==> src/rtl/noc_input_port_buffer.sv <==
// rtl/noc_input_port_buffer.sv - NoC router input-port FIFO with XY route lookup and credit return
module noc_input_port_buffer #(
    parameter int DATA_W = 32,
    parameter int DEPTH  = 4,
    parameter int X_W    = 2,
    parameter int Y_W    = 2,
    parameter int MY_X   = 0,
    parameter int MY_Y   = 0
) (
    input  logic                       clk,
    input  logic                       reset,
    input  logic                       flit_valid_i,
    input  logic [DATA_W-1:0]          flit_data_i,
    input  logic                       grant_i,
    output logic [2:0]                 nexthop_addr_o,
    output logic [DATA_W-1:0]          flit_data_o,
    output logic                       credit_return_o,
    output logic [$clog2(DEPTH+1)-1:0] count_o,
    output logic                       overflow_o
);

    localparam int PTR_W = $clog2(DEPTH);
    localparam int CNT_W = $clog2(DEPTH + 1);

    localparam logic [PTR_W-1:0] PTR_ONE = PTR_W'(1);
    localparam logic [CNT_W-1:0] CNT_ONE = CNT_W'(1);
    localparam logic [CNT_W-1:0] CNT_MAX = CNT_W'(DEPTH);
    localparam logic [X_W-1:0]   MY_X_C  = X_W'(MY_X);
    localparam logic [Y_W-1:0]   MY_Y_C  = Y_W'(MY_Y);

    localparam logic [2:0] DIR_N    = 3'b000;
    localparam logic [2:0] DIR_S    = 3'b001;
    localparam logic [2:0] DIR_W    = 3'b010;
    localparam logic [2:0] DIR_E    = 3'b011;
    localparam logic [2:0] DIR_L    = 3'b100;
    localparam logic [2:0] DIR_NONE = 3'b111;

    logic [DATA_W-1:0] mem_q [DEPTH];

    logic [PTR_W-1:0] rd_ptr_q, rd_ptr_d;
    logic [PTR_W-1:0] wr_ptr_q, wr_ptr_d;
    logic [CNT_W-1:0] count_q, count_d;
    logic             credit_q, credit_d;
    logic             overflow_q, overflow_d;

    logic              push;
    logic              pop;
    logic              empty;
    logic [DATA_W-1:0] head;
    logic [X_W-1:0]    dest_x;
    logic [Y_W-1:0]    dest_y;

    // Push/pop decisions and next-state for pointers, occupancy, credit and overflow
    always_comb begin
        empty      = (count_q == '0);
        pop        = grant_i && !empty;
        // A pop in the same cycle frees a slot, so a full FIFO can still accept
        push       = flit_valid_i && ((count_q < CNT_MAX) || pop);
        rd_ptr_d   = pop  ? rd_ptr_q + PTR_ONE : rd_ptr_q;
        wr_ptr_d   = push ? wr_ptr_q + PTR_ONE : wr_ptr_q;
        count_d    = count_q;
        if (push && !pop) begin
            count_d = count_q + CNT_ONE;
        end else if (pop && !push) begin
            count_d = count_q - CNT_ONE;
        end
        credit_d   = pop;
        overflow_d = overflow_q || (flit_valid_i && !push);
    end

    // Control state; reset drops all queued flits without issuing credits
    always_ff @(posedge clk or negedge reset) begin
        if (!reset) begin
            rd_ptr_q   <= '0;
            wr_ptr_q   <= '0;
            count_q    <= '0;
            credit_q   <= 1'b0;
            overflow_q <= 1'b0;
        end else begin
            rd_ptr_q   <= rd_ptr_d;
            wr_ptr_q   <= wr_ptr_d;
            count_q    <= count_d;
            credit_q   <= credit_d;
            overflow_q <= overflow_d;
        end
    end

    // Flit storage; contents need no reset because occupancy gates visibility
    always_ff @(posedge clk) begin
        if (push) begin
            mem_q[wr_ptr_q] <= flit_data_i;
        end
    end

    // Head presentation and XY route: resolve X first, then Y, else local
    always_comb begin
        head   = mem_q[rd_ptr_q];
        dest_x = head[X_W-1:0];
        dest_y = head[X_W+Y_W-1:X_W];
        if (empty) begin
            flit_data_o    = '0;
            nexthop_addr_o = DIR_NONE;
        end else begin
            flit_data_o = head;
            if (dest_x > MY_X_C) begin
                nexthop_addr_o = DIR_E;
            end else if (dest_x < MY_X_C) begin
                nexthop_addr_o = DIR_W;
            end else if (dest_y > MY_Y_C) begin
                nexthop_addr_o = DIR_S;
            end else if (dest_y < MY_Y_C) begin
                nexthop_addr_o = DIR_N;
            end else begin
                nexthop_addr_o = DIR_L;
            end
        end
    end

    assign credit_return_o = credit_q;
    assign count_o         = count_q;
    assign overflow_o      = overflow_q;

endmodule

==> config.mk <==
export PLATFORM = sky130hd
export DESIGN_NAME = noc_input_port_buffer
export DESIGN_NICKNAME = d
export VERILOG_FILES = /design/src/rtl/noc_input_port_buffer.sv
export SDC_FILE = /design/constraint.sdc
export NUM_CORES = 1
export LEC_CHECK = 0
export CAP_MARGIN = 5
export CORE_ASPECT_RATIO = 1.75
export CORE_UTILIZATION = 49
export CTS_CLUSTER_DIAMETER = 120
export DETAILED_ROUTE_END_ITERATION = 12
export PLACE_DENSITY = 0.76
export RECOVER_POWER = 100
export SYNTH_ARGS = -nofsm -noshare
export SYNTH_HDL_FRONTEND = slang
export SYNTH_SLANG_ARGS = --single-unit
==> constraint.sdc <==
create_clock -name clk -period 2 [get_ports clk]
set_input_delay 0.6 -clock clk [delete_from_list [all_inputs] [get_ports clk]]
set_output_delay 0.6 -clock clk [all_outputs]
set_load 0.02 [all_outputs]
==> results of run 1 <==
==> report_power, final <==
part           internal [mW]  switching (mW)
sequential              3.72           0.189
clock                   2.21            1.17
combinational           2.93            2.43
total                   8.86            3.78
==> state kept, by name, summed over array words and instances (netlist names) <==
register and flops:
count_o 3, mem_q 128, wr_ptr_q 2, credit_return_o 1, rd_ptr_q 2, overflow_o 1
==> per-stage QoR <==
step / TNS [ps] / cell area (um^2) / util, % / total power, mW
2_1_floorplan: -211 / 5380 / - / 6.61
3_3_place_gp: -43340 / 6550 / 61.2 / 8.55
3_5_place_dp: -44600 / 6550 / 61.2 / 8.65
4_1_cts: -17410 / 7280 / 68.0 / 12.3
5_1_grt: -60090 / 7400 / 69.2 / 13.2
6_report: -51120 / 7400 / 69.2 / 12.6
==> placed cells by master (no fill, tap or decap), types with 3 or more instances in the layout <==
cell / netlist / routed
sky130_fd_sc_hd__mux4_2: 32 / 32
sky130_fd_sc_hd__and2_4: 0 / 25
sky130_fd_sc_hd__dfrtp_2: 0 / 4
sky130_fd_sc_hd__and2_1: 36 / 7
sky130_fd_sc_hd__and2_2: 0 / 4
sky130_fd_sc_hd__clkbuf_16: 0 / 19
sky130_fd_sc_hd__buf_2: 4 / 6
sky130_fd_sc_hd__buf_4: 0 / 11
sky130_fd_sc_hd__dlygate4sd3_1: 0 / 34
sky130_fd_sc_hd__buf_12: 3 / 15
sky130_fd_sc_hd__bufinv_16: 0 / 5
sky130_fd_sc_hd__edfxtp_1: 128 / 128
sky130_fd_sc_hd__clkinvlp_4: 0 / 4
sky130_fd_sc_hd__clkbuf_1: 4 / 3
sky130_fd_sc_hd__buf_6: 1 / 29
sky130_fd_sc_hd__inv_1: 5 / 4
sky130_fd_sc_hd__xnor2_1: 4 / 4
sky130_fd_sc_hd__ha_1: 5 / 4
sky130_fd_sc_hd__inv_6: 0 / 3
sky130_fd_sc_hd__dlygate4sd2_1: 0 / 3
sky130_fd_sc_hd__dfrtp_1: 9 / 5
==> how the worst max path moves through the flow <==
stage | end | cells past startpoint
finish | nexthop_addr_o[2] | 5
global placement | nexthop_addr_o[2] | 5
CTS | flit_data_o[17] | 6
detailed placement | flit_data_o[30] | 5
floorplan | count_o[2] | 9
global route | nexthop_addr_o[2] | 5
==> kinds of logic after synthesis <==
kind of cell / Yosys count / share of synthesized area (%)
AO/OA/AOI/OAI: 3 / 0.513
XOR/XNOR: 6 / 0.979
adder cells (fa/ha/maj): 6 / 1.54
buffers and inverters: 17 / 2.33
flip-flops: 137 / 75.8
multiplexers: 34 / 13.8
AND/OR/NAND/NOR: 45 / 4.99
==> layer usage <==
layer | vias up | track usage, % | routed length (um)
li1 | 1224 | - | -
met1 | 1446 | 23.9 | 4070
met2 | 87 | 34.3 | 5930
met3 | 18 | 5.99 | 394
met4 | 0 | 9.12 | 226
met5 | - | 0 | 0
==> worst register-to-register path: cells and delay by family (launching register included) <==
| family | cells | cell delay (ps) |
|---|---|---|
| buf+inv | 2 | 290 |
| simple gates | 3 | 750 |
| flops | 1 | 390 |
| fa+ha+maj | 2 | 470 |
| xor+xnor | 2 | 310 |
==> area by class of cell <==
type                            count  area [um^2]
Timing Repair Buffer              108         1220
Clock buffer                       17          425
Fill cell                         659         3290
Multi-Input combinational cell     94         1280
Sequential cell                   137         4070
Tap cell                          130          163
Inverter                            5         18.8
Clock inverter                     15          223
==> repair_timing <==
| action | CTS | global route |
|---|---|---|
| setup buffers | 2 | 1 |
| gates resized for setup | 201 | 40 |
| gates cloned | 2 | 3 |
| pin swaps | 13 | 15 |
| setup endpoints to repair | 40 | 38 |
==> metrics list, run 1 <==
- TritonCTS clock tree: built
* I/O pin cnt: 76
- In the synthesized netlist, the number of instances is 248.
- Clock skew: 7.14 ps
* YS warnings: 0
- For this run, the top clock speed supported by timing is 395 MHz.
* Number of instances on the worst hold path: 1
- DRT iter0 DRCs: 142
* Post-synth cell types: 23
- The mapped netlist covers 5370 um^2.
- OpenSTA, run right after detailed placement, puts the worst setup slack at -515 ps.
- Number of failing setup endpoints in the final timing report: 166
- Data arrival at the endpoint of the critical path: 1930 ps
- Buffering stage count on the worst path with inverters included: 2
- Setup repair after global routing missed its margin: true
* Count of antenna diodes in the layout: 0
* Share of Yosys cell area claimed by the top area cell type: 71.6%
- In the synthesized netlist, the cells that appear most often are sky130_fd_sc_hd__edfxtp_1 (128), sky130_fd_sc_hd__and2_1 (36), sky130_fd_sc_hd__mux4_2 (32).
- The tightest hold path in the finished design has a slack of 461 ps.
- The startpoint identified for the worst register-to-register timing path is count_o[0].
- The startpoint identified for the worst hold timing path is overflow_o.
- Proportion of layout cells with a drive suffix above 1: 45.2%
- The tool flagged a number of max-cap violations equal to 0.
* 1st-pass router iterations: 4
* Sequential fraction of the synthesis area: 75.8%
* Data required time at the worst endpoint: 1400 ps
- The net count of the finished layout is 405.
* Initial antenna violation count: 0
- The number of max-slew violations in the final report is 0.
* CTS hold repair buffers: 0
- Headroom to the max-slew limit came out at 60.5%.
- Across all register-to-register paths, the minimum setup slack is -300 ps.
- Entering global routing, the biggest net connects 22 pins.
* Worst Reg2Reg Path Length in Cells: 9
- After clock tree synthesis, the clock-pin slew on the worst setup and hold paths is 50 ps.
* Max incr delay on CP: 550 ps
* Worst setup path startpoint: rd_ptr_q[0]
* Cell type with the largest total area after synthesis: sky130_fd_sc_hd__edfxtp_1
- Status: finished with violations
* Crit Path Max Fanout: 8
* Type of the most critical hold path: reg -> reg
* Detail Placement HPWL: 6340 um
- Grouping stages by cell kind, the critical path spends the most delay in multiplexers.
* First-pass GRT wire length: 16,100 um
* Root buffer cell: sky130_fd_sc_hd__clkbuf_16
- Synth Register Bits: 137
- After detailed routing, the average wire length per cell comes to 21.0 um.
- The routed design has 10,600 um of wire.
* Portion of the clock cycle consumed by the worst path in the final layout: 126%
- The later pin in the worst-skew pair is clocked with a latency of 410 ps.
- The total overflow left after global routing is 0.
* Weighted congestion reported at the end of routability-driven placement: 0.707
- In this run the critical register-to-register path is captured at count_o[2].
- Most instantiated library cell after synthesis: sky130_fd_sc_hd__edfxtp_1
* Min setup slack post-route: -529 ps
- For this run, design rule violations remaining after detail routing come to 0.
* Longest Clk Path Bufs: 2
* Count of H-tree levels built during CTS: 4
- Number of buffers added on ports: 75
* Vias in the first global route: 2,962
- Crit path max-delay cell type: sky130_fd_sc_hd__mux4_2
- Once the floorplan was initialized, standard cells occupied 50.2% of the core.
- Clk sinks: 137
- For this design the static power due to leakage is 2.66 nW.
- Die Ht: 140 um
- Worst hold path endpoint: overflow_o
- The number of placed instances, taps included, is 467.
* Placement row count: 50
- Largest cells by area after synthesis: sky130_fd_sc_hd__edfxtp_1 (72%), sky130_fd_sc_hd__mux4_2 (13%), sky130_fd_sc_hd__and2_1 (4.2%)
- Top FF cell, synth: sky130_fd_sc_hd__edfxtp_1
- Antenna viol nets, final: 0
- Dividing the detail-routed via count by the number of cells gives 5.48.
* Cell chain of the critical path: buf_12 -> mux4_2 -> nor2_4 -> a21o_1 -> buf_6
- For this design the ratio of total power to cell area is 1710 nW/um^2.
- Synth-to-layout area growth: 37.9%
* Critical path class: reg -> out
* Core region area: 10,700 um^2
- Period minus WS final: 2530 ps
- Critical path capture point type: output port
* Slew @ Worst Pin: 588 ps
- The floorplan step set the die width to 81.1 um.
- The final hold violation count came to 0.
* Total Routing Usage GR: 20.5%
- Worst voltage drop across the vdd grid: 1.21 mV
- Counting every net in the synthesized netlist gives 290.
- In the synthesized netlist the async set-or-reset flop fraction comes to 6.57%.
- Final cell count without fillers: 506
- CTS Buf Count: 17
- Critical Path Start Type: flip-flop
- The checks that failed: negative setup slack.
- Die outline area: 11,400 um^2
* Detailed-route via count: 2,775
- Mapped Avg Cell Area: 21.6 um^2
* Count of flip-flops with a built-in enable after synthesis: 128
No activity file was read; power rests on OpenSTA's default activity.
==> run 2, diff against run 1 <==
--- a/config.mk
+++ b/config.mk
@@ -8,8 +8,9 @@
 export CAP_MARGIN = 5
 export CORE_ASPECT_RATIO = 1.75
 export CORE_UTILIZATION = 49
-export CTS_CLUSTER_DIAMETER = 120
+export CTS_CLUSTER_SIZE = 12
 export DETAILED_ROUTE_END_ITERATION = 12
+export HOLD_SLACK_MARGIN = 0.1
 export PLACE_DENSITY = 0.76
 export RECOVER_POWER = 100
 export SYNTH_ARGS = -nofsm -noshare
==> results of run 2 <==
The final DEF is identical to that of run 1; final timing and power are the same.
